### src/rtl/atm_pkg.sv
// rtl/atm_pkg.sv - shared state encoding and op codes for the ATM account controller
package atm_pkg;

  typedef enum logic [2:0] {
    S_IDLE,
    S_LANG,
    S_PIN,
    S_MENU,
    S_AMOUNT,
    S_CONFIRM,
    S_SHOW,
    S_MORE
  } state_e;

  localparam logic [1:0] OP_DEP  = 2'b00;
  localparam logic [1:0] OP_BAL  = 2'b01;
  localparam logic [1:0] OP_WDR  = 2'b10;
  localparam logic [1:0] OP_EXIT = 2'b11;

  function automatic logic needs_amount(input logic [1:0] op);
    return (op == OP_DEP) || (op == OP_WDR);
  endfunction

endpackage

### src/rtl/atm_timeout_cnt.sv
// rtl/atm_timeout_cnt.sv - inactivity counter; flags the cycle on which TIMEOUT idle cycles have elapsed
module atm_timeout_cnt #(
  parameter int TIMEOUT = 15
) (
  input  logic clk,
  input  logic rst,
  input  logic clear,
  input  logic enable,
  output logic expired
);

  localparam int CNT_W = $clog2(TIMEOUT + 1);
  localparam logic [CNT_W-1:0] LAST = CNT_W'(TIMEOUT - 1);

  logic [CNT_W-1:0] cnt_q, cnt_d;

  // expired is raised on the edge that would complete the TIMEOUT-th idle cycle
  always_comb begin
    cnt_d   = cnt_q;
    expired = 1'b0;
    if (clear || !enable) begin
      cnt_d = '0;
    end else if (cnt_q == LAST) begin
      expired = 1'b1;
      cnt_d   = '0;
    end else begin
      cnt_d = cnt_q + CNT_W'(1);
    end
  end

  always_ff @(posedge clk or posedge rst) begin
    if (rst) begin
      cnt_q <= '0;
    end else begin
      cnt_q <= cnt_d;
    end
  end

endmodule

### src/rtl/atm_acct_ctrl.sv
// rtl/atm_acct_ctrl.sv - ATM session FSM with per-account balances, PIN lockout and inactivity eject
module atm_acct_ctrl
  import atm_pkg::*;
#(
  parameter int         AMT_W       = 8,
  parameter int         NUM_ACCT    = 4,
  parameter int         MAX_TRIES   = 3,
  parameter int         TIMEOUT     = 15,
  parameter logic [3:0] CORRECT_PIN = 4'b0110
) (
  input  logic                        clk,
  input  logic                        rst,
  input  logic                        card_in,
  input  logic [$clog2(NUM_ACCT)-1:0] acct_id,
  input  logic                        lang_valid,
  input  logic                        pin_valid,
  input  logic [3:0]                  pin,
  input  logic                        op_valid,
  input  logic [1:0]                  op,
  input  logic [AMT_W-1:0]            amount,
  input  logic                        confirm,
  input  logic                        cancel,
  input  logic                        again,
  output logic                        incorrect_pin,
  output logic                        locked,
  output logic                        no_balance,
  output logic                        overflow,
  output logic                        success,
  output logic                        eject,
  output logic [AMT_W-1:0]            balance,
  output logic                        busy
);

  localparam int ACCT_W = $clog2(NUM_ACCT);
  localparam int TRY_W  = $clog2(MAX_TRIES + 1);
  localparam logic [TRY_W-1:0] LAST_TRY = TRY_W'(MAX_TRIES - 1);

  state_e state_q, state_d;

  logic [AMT_W-1:0]    bal_q   [NUM_ACCT];
  logic [AMT_W-1:0]    bal_d   [NUM_ACCT];
  logic [TRY_W-1:0]    tries_q [NUM_ACCT];
  logic [TRY_W-1:0]    tries_d [NUM_ACCT];
  logic [NUM_ACCT-1:0] lock_q, lock_d;
  logic [ACCT_W-1:0]   acct_q, acct_d;
  logic [1:0]          op_q, op_d;
  logic [AMT_W-1:0]    amt_q, amt_d;
  logic [AMT_W-1:0]    balance_q, balance_d;
  logic incorrect_pin_q, incorrect_pin_d;
  logic locked_q, locked_d;
  logic no_balance_q, no_balance_d;
  logic overflow_q, overflow_d;
  logic success_q, success_d;
  logic eject_q, eject_d;

  logic             busy_w;
  logic             strobe;
  logic             abort;
  logic             tmo_exp;
  logic             kill;
  logic             pin_ok;
  logic             last_try;
  logic             dep_ovf;
  logic             wdr_short;
  logic [AMT_W-1:0] cur_bal;
  logic [AMT_W:0]   dep_sum;

  assign busy_w    = (state_q != S_IDLE);
  assign strobe    = lang_valid | pin_valid | op_valid | confirm | cancel;
  // a pulled card is handled exactly like cancel
  assign abort     = busy_w & (cancel | ~card_in);
  assign kill      = abort | tmo_exp;
  assign pin_ok    = (pin == CORRECT_PIN);
  assign last_try  = (tries_q[acct_q] == LAST_TRY);
  assign cur_bal   = bal_q[acct_q];
  assign dep_sum   = {1'b0, cur_bal} + {1'b0, amt_q};
  assign dep_ovf   = dep_sum[AMT_W];
  assign wdr_short = (amt_q > cur_bal);

  atm_timeout_cnt #(
    .TIMEOUT(TIMEOUT)
  ) u_timeout (
    .clk    (clk),
    .rst    (rst),
    .clear  (strobe | ~busy_w),
    .enable (busy_w),
    .expired(tmo_exp)
  );

  always_ff @(posedge clk or posedge rst) begin
    if (rst) begin
      state_q <= S_IDLE;
    end else begin
      state_q <= state_d;
    end
  end

  always_comb begin
    state_d = state_q;
    if (kill) begin
      state_d = S_IDLE;
    end else begin
      case (state_q)
        S_IDLE:    if (card_in && !lock_q[acct_id]) state_d = S_LANG;
        S_LANG:    if (lang_valid) state_d = S_PIN;
        S_PIN: begin
          if (pin_valid) begin
            if (pin_ok)        state_d = S_MENU;
            else if (last_try) state_d = S_IDLE;
          end
        end
        S_MENU: begin
          if (op_valid) begin
            if (needs_amount(op)) state_d = S_AMOUNT;
            else if (op == OP_BAL) state_d = S_SHOW;
            else                   state_d = S_IDLE;
          end
        end
        S_AMOUNT:  if (amount != '0) state_d = S_CONFIRM;
        S_CONFIRM: if (confirm) state_d = S_MORE;
        S_SHOW:    if (confirm) state_d = S_MORE;
        S_MORE:    state_d = again ? S_MENU : S_IDLE;
        default:   state_d = S_IDLE;
      endcase
    end
  end

  always_comb begin
    bal_d           = bal_q;
    tries_d         = tries_q;
    lock_d          = lock_q;
    acct_d          = acct_q;
    op_d            = op_q;
    amt_d           = amt_q;
    incorrect_pin_d = 1'b0;
    locked_d        = 1'b0;
    no_balance_d    = 1'b0;
    overflow_d      = 1'b0;
    success_d       = 1'b0;
    eject_d         = 1'b0;
    if (kill) begin
      eject_d = 1'b1;
      amt_d   = '0;
    end else begin
      case (state_q)
        S_IDLE: begin
          if (card_in) begin
            acct_d = acct_id;
            if (lock_q[acct_id]) begin
              locked_d = 1'b1;
              eject_d  = 1'b1;
            end
          end
        end
        S_PIN: begin
          if (pin_valid) begin
            if (pin_ok) begin
              tries_d[acct_q] = '0;
            end else begin
              incorrect_pin_d = 1'b1;
              tries_d[acct_q] = tries_q[acct_q] + TRY_W'(1);
              if (last_try) begin
                lock_d[acct_q] = 1'b1;
                locked_d       = 1'b1;
                eject_d        = 1'b1;
              end
            end
          end
        end
        S_MENU: begin
          if (op_valid) begin
            if (needs_amount(op)) op_d = op;
            if (op == OP_EXIT)    eject_d = 1'b1;
          end
        end
        S_AMOUNT: begin
          if (amount != '0) amt_d = amount;
        end
        S_CONFIRM: begin
          if (confirm) begin
            if (op_q == OP_DEP) begin
              if (dep_ovf) begin
                overflow_d = 1'b1;
              end else begin
                bal_d[acct_q] = dep_sum[AMT_W-1:0];
                success_d     = 1'b1;
              end
            end else if (wdr_short) begin
              no_balance_d = 1'b1;
            end else begin
              bal_d[acct_q] = cur_bal - amt_q;
              success_d     = 1'b1;
            end
          end
        end
        S_MORE: begin
          if (!again) eject_d = 1'b1;
        end
        default: ;
      endcase
    end
    balance_d = bal_d[acct_d];
  end

  always_ff @(posedge clk or posedge rst) begin
    if (rst) begin
      for (int i = 0; i < NUM_ACCT; i++) begin
        bal_q[i]   <= '0;
        tries_q[i] <= '0;
      end
      lock_q          <= '0;
      acct_q          <= '0;
      op_q            <= OP_DEP;
      amt_q           <= '0;
      balance_q       <= '0;
      incorrect_pin_q <= 1'b0;
      locked_q        <= 1'b0;
      no_balance_q    <= 1'b0;
      overflow_q      <= 1'b0;
      success_q       <= 1'b0;
      eject_q         <= 1'b0;
    end else begin
      bal_q           <= bal_d;
      tries_q         <= tries_d;
      lock_q          <= lock_d;
      acct_q          <= acct_d;
      op_q            <= op_d;
      amt_q           <= amt_d;
      balance_q       <= balance_d;
      incorrect_pin_q <= incorrect_pin_d;
      locked_q        <= locked_d;
      no_balance_q    <= no_balance_d;
      overflow_q      <= overflow_d;
      success_q       <= success_d;
      eject_q         <= eject_d;
    end
  end

  assign incorrect_pin = incorrect_pin_q;
  assign locked        = locked_q;
  assign no_balance    = no_balance_q;
  assign overflow      = overflow_q;
  assign success       = success_q;
  assign eject         = eject_q;
  assign balance       = balance_q;
  assign busy          = busy_w;

endmodule
### config.mk
export PLATFORM = sky130hd
export DESIGN_NAME = atm_acct_ctrl
export DESIGN_NICKNAME = d
export VERILOG_FILES = /design/src/rtl/atm_pkg.sv /design/src/rtl/atm_timeout_cnt.sv /design/src/rtl/atm_acct_ctrl.sv
export SDC_FILE = /design/constraint.sdc
export NUM_CORES = 1
export LEC_CHECK = 0
export CORE_MARGIN = 2
export CORE_UTILIZATION = 25
export CTS_BUF_LIST = sky130_fd_sc_hd__clkbuf_2
export CTS_CLUSTER_DIAMETER = 30
export DETAILED_ROUTE_END_ITERATION = 10
export GPL_TIMING_DRIVEN = 0
export SLEW_MARGIN = 30
export SYNTH_ARGS = -nofsm -noshare
export SYNTH_HDL_FRONTEND = slang
export SYNTH_SLANG_ARGS = --single-unit
export TNS_END_PERCENT = 30
### constraint.sdc
create_clock -name clk -period 10.6 [get_ports clk]
set_input_delay 2.12 -clock clk [delete_from_list [all_inputs] [get_ports clk]]
set_output_delay 2.12 -clock clk [all_outputs]
set_load 0.02 [all_outputs]
==> impl_metrics.toml <==
[status]
status = "completed"

[logic_synthesis]
synth_top_family_by_area = "simple AND/OR/NAND/NOR gates"
syn_nets = 571
synth_edf_count = 0
synth_compound_area_frac = 0.1929
synthArstFlopShare = 1.000
ys_warn_count = 0
synth_top_area_share = 0.3803
synth_seq_area_share = 0.3803
yosys.area_share.simple = 0.2035
synthesis.area_sq_um = 5066
synth_ff_type = "dfrtp_1"
synthTopCellsByCount = "77 x dfrtp_1, 49 x nor2_1, 30 x inv_1, 26 x a21oi_1, 23 x nand2_1"
syn_inst = 523
avgSynthCellArea_sq_um = 9.687
synth.distinct_cells = 72
yosysTopAreaCell = "dfrtp_1"
yosysMostFrequentCell = "dfrtp_1"
synth_mux_area_frac = 0.09904
synth-seq-cells = 77
yosys.area_share.xor_xnor = 0.02075
synth_top_cells_by_area = "dfrtp_1 38%, mux4_2 5.3%, ha_1 5.2%"
synth_fa_ha_area_frac = 0.05977

[setup_path]
crit_arrival_ns = 5.03
path_max_fanout = 10
crit_top_cell = "mux4_2"
critPathSlowestCell = "buf_1"
cpPeakStageDelay_ns = 0.65
crit_end = "balance[1]$_DFF_PP0_"
worst-path-stages = 13
required_ns = 11.07
path_class = "flip-flop to flip-flop"
start_kind = "flip-flop"
critPathLaunch = "acct_q[1]$_DFF_PP0_"
path_buf_inv = 3
reg2reg_depth = 13
crit_chain = "buf_2 > buf_1 > mux4_2 > ha_1 > inv_1 > fa_1 > nor3_1 > o31ai_2 > nand3_1 > nor3_4 > nor2_2 > a32o_1 > mux4_2"
crit_path_end_kind = "flip-flop"
cpLargestDelayFamily = "simple AND/OR/NAND/NOR gates"
r2r_start = "acct_q[1]$_DFF_PP0_"
r2r_slack_ns = 6.04
reg2reg_to = "balance[1]$_DFF_PP0_"

[sta]
slew_headroom = 0.4513
tns_ns = 0
setup_slack_ns = 6.038
hold_violations = 0
skew_ns = 0.02906
drv_slew = 0
setup_violations = 0
worst_slew_pin_slew_ns = 0.8231
timing.final.crit_share = 0.4304
rsz0062_at_grt = "false"
fin_crit_ns = 4.562
max_freq_ghz = 0.2192

[die]
initial_core_util = 0.2528
die_x_um = 146.4
die_h_um = 146.4
rows = 52
pin_count = 40
coreArea_sq_um = 20040
die_area_sq_um = 21420

[power]
leakagePower_nw = 2.577
ir_worst_vdd_mv = 0.1140
power_density_nw_per_um2 = 242.5

[cts]
clk_latency_ns = 0.57
cts_tree = "yes"
post_cts_buffers = 0
cts-root-buf = "clkbuf_2"
cts_hold_buf = 0
cts.sinks = 77
cts_buffer_depth = 2
htreeDepth = 3
cts_resized = 0
path_clk_slew_ns = 0.26
cts_inserted_buffers = 9

[global_routing]
grt_overflow_total = 0
grt_max_degree = 41
grt_usage = 0.1422
grt_pass1_wl_um = 24250
antenna_found_initial = 1
grt_pass1_vias = 4415

[detailed_routing]
num_vias = 4367
ant_nets = 0
vias_per_cell = 5.138
firstDrtPassIters = 8
drt_wl_total_um = 14780
drc = 0
first_iter_violations = 312
wl_per_cell_um = 17.39

[placed_design]
gp_congestion = 0.9529
dp_hpwl_um = 11310
pre_cts_ws_ns = 5.669
port_buffers = 39

[run]
maxCapViolCount = 0

[finish]
nets = 622
drive_above_1_share = 0.1278
synthToLayoutAreaGrowth_pct = 17.91
fillCellCount = 2144

[worst_hold_path]
min_from = "lock_q[3]$_DFFE_PP0P_"
hp-class = "flip-flop to flip-flop"
placed cells by master, fill, tap and decap left out, types with 6 or more instances in the layout:
cell type and n:
mux2_2 9, dfrtp_1 77, nand3_1 21, mux2i_1 11
clkbuf_1 6, nor2_1 49, a21o_1 12, buf_2 6
and2_1 10, a211oi_1 11, nor4_1 7, ha_1 21
o2bb2ai_1 6, xor2_1 6, o21ai_0 18, nor3_1 21
clkdlybuf4s50_1 39, nor2b_1 12, nand2b_1 6, o22ai_1 6
a21oi_1 25, nand2_1 23, inv_1 29, mux4_2 12
and3_1 9, xnor2_1 6, clkbuf_2 9
registers in the layout (all words and copies together) (netlist names), 2 cells and up:
name and count:
bal_q 32, amt_q 8, balance 8, tries_q 8, lock_q 4, u_timeout.cnt_q 4
state_q 3, acct_q 2, op_q 2
worst min path at each step:
stage,endpoint,slack (ns),cells past startpoint
floorplan,lock_q[2]$_DFFE_PP0P_,0.42,1
global placement,lock_q[3]$_DFFE_PP0P_,0.43,1
detailed placement,lock_q[3]$_DFFE_PP0P_,0.44,1
CTS,lock_q[3]$_DFFE_PP0P_,0.49,1
global route,lock_q[3]$_DFFE_PP0P_,0.53,1
finish,lock_q[3]$_DFFE_PP0P_,0.49,1
per-layer routing:
metal | part of all wire | track usage | wire (um) | vias up
li1 | - | - | - | 2057
met1 | 0.45 | 0.1897 | 6590 | 2110
met2 | 0.47 | 0.2309 | 6889 | 171
met3 | 0.066 | 0.02813 | 975 | 29
met4 | 0.022 | 0.05000 | 325 | 0
met5 | 0 | 0 | 0 | -
final cells by class:
type / instances / area (sq um) / share of cell area
Inverter: 31 / 121.4 / 0.02032
Timing Repair Buffer: 40 / 410.4 / 0.06871
Clock buffer: 9 / 45.04 / 0.007541
Tap cell: 270 / 337.8 / 0.05656
Buffer: 19 / 105.1 / 0.01760
Clock inverter: 7 / 83.83 / 0.01403
Multi-Input combinational cell: 396 / 2940 / 0.4922
Antenna cell: 1 / 2.502 / 0.0004189
Sequential cell: 77 / 1927 / 0.3226
per-stage QoR:
| stage | power, W | util | cells | hold WS [ns] | instance area (sq um) |
|---|---|---|---|---|---|
| 2_1_floorplan | 0.001006 | - | 523 | 0.4226 | 5066 |
| 3_3_place_gp | 0.001252 | 0.2891 | 832 | 0.4332 | 5794 |
| 3_5_place_dp | 0.001256 | 0.2913 | 833 | 0.4407 | 5838 |
| 4_1_cts | 0.001439 | 0.2978 | 849 | 0.4934 | 5967 |
| 5_1_grt | 0.001561 | 0.2981 | 850 | 0.5297 | 5973 |
| 6_report | 0.001449 | 0.2981 | 850 | 0.4934 | 5973 |
power breakdown:
group          total (W)  switching (W)  internal, W
Combinational   0.000888       0.000560     0.000328
Clock           0.000179       0.000121    0.0000582
Sequential      0.000381      0.0000319     0.000349
cell families after synthesis:
group,count (synthesis)
DFF,77
buffers and inverters,50
xor gates and xnor gates,12
adders and majority gates,23
muxes,34
and+or+nand+nor,192
AOI/OAI and AO/OA,135
worst reg2reg max path, cell delays in order (launching register included):
cell and delay, ns:
dfrtp_1 0.37, buf_2 0.19, buf_1 0.65, mux4_2 0.46, ha_1 0.22, inv_1 0.07, fa_1 0.31, nor3_1 0.11
o31ai_2 0.36, nand3_1 0.33, nor3_4 0.51, nor2_2 0.16, a32o_1 0.25, mux4_2 0.48
(Power assumes the default switching activity.)
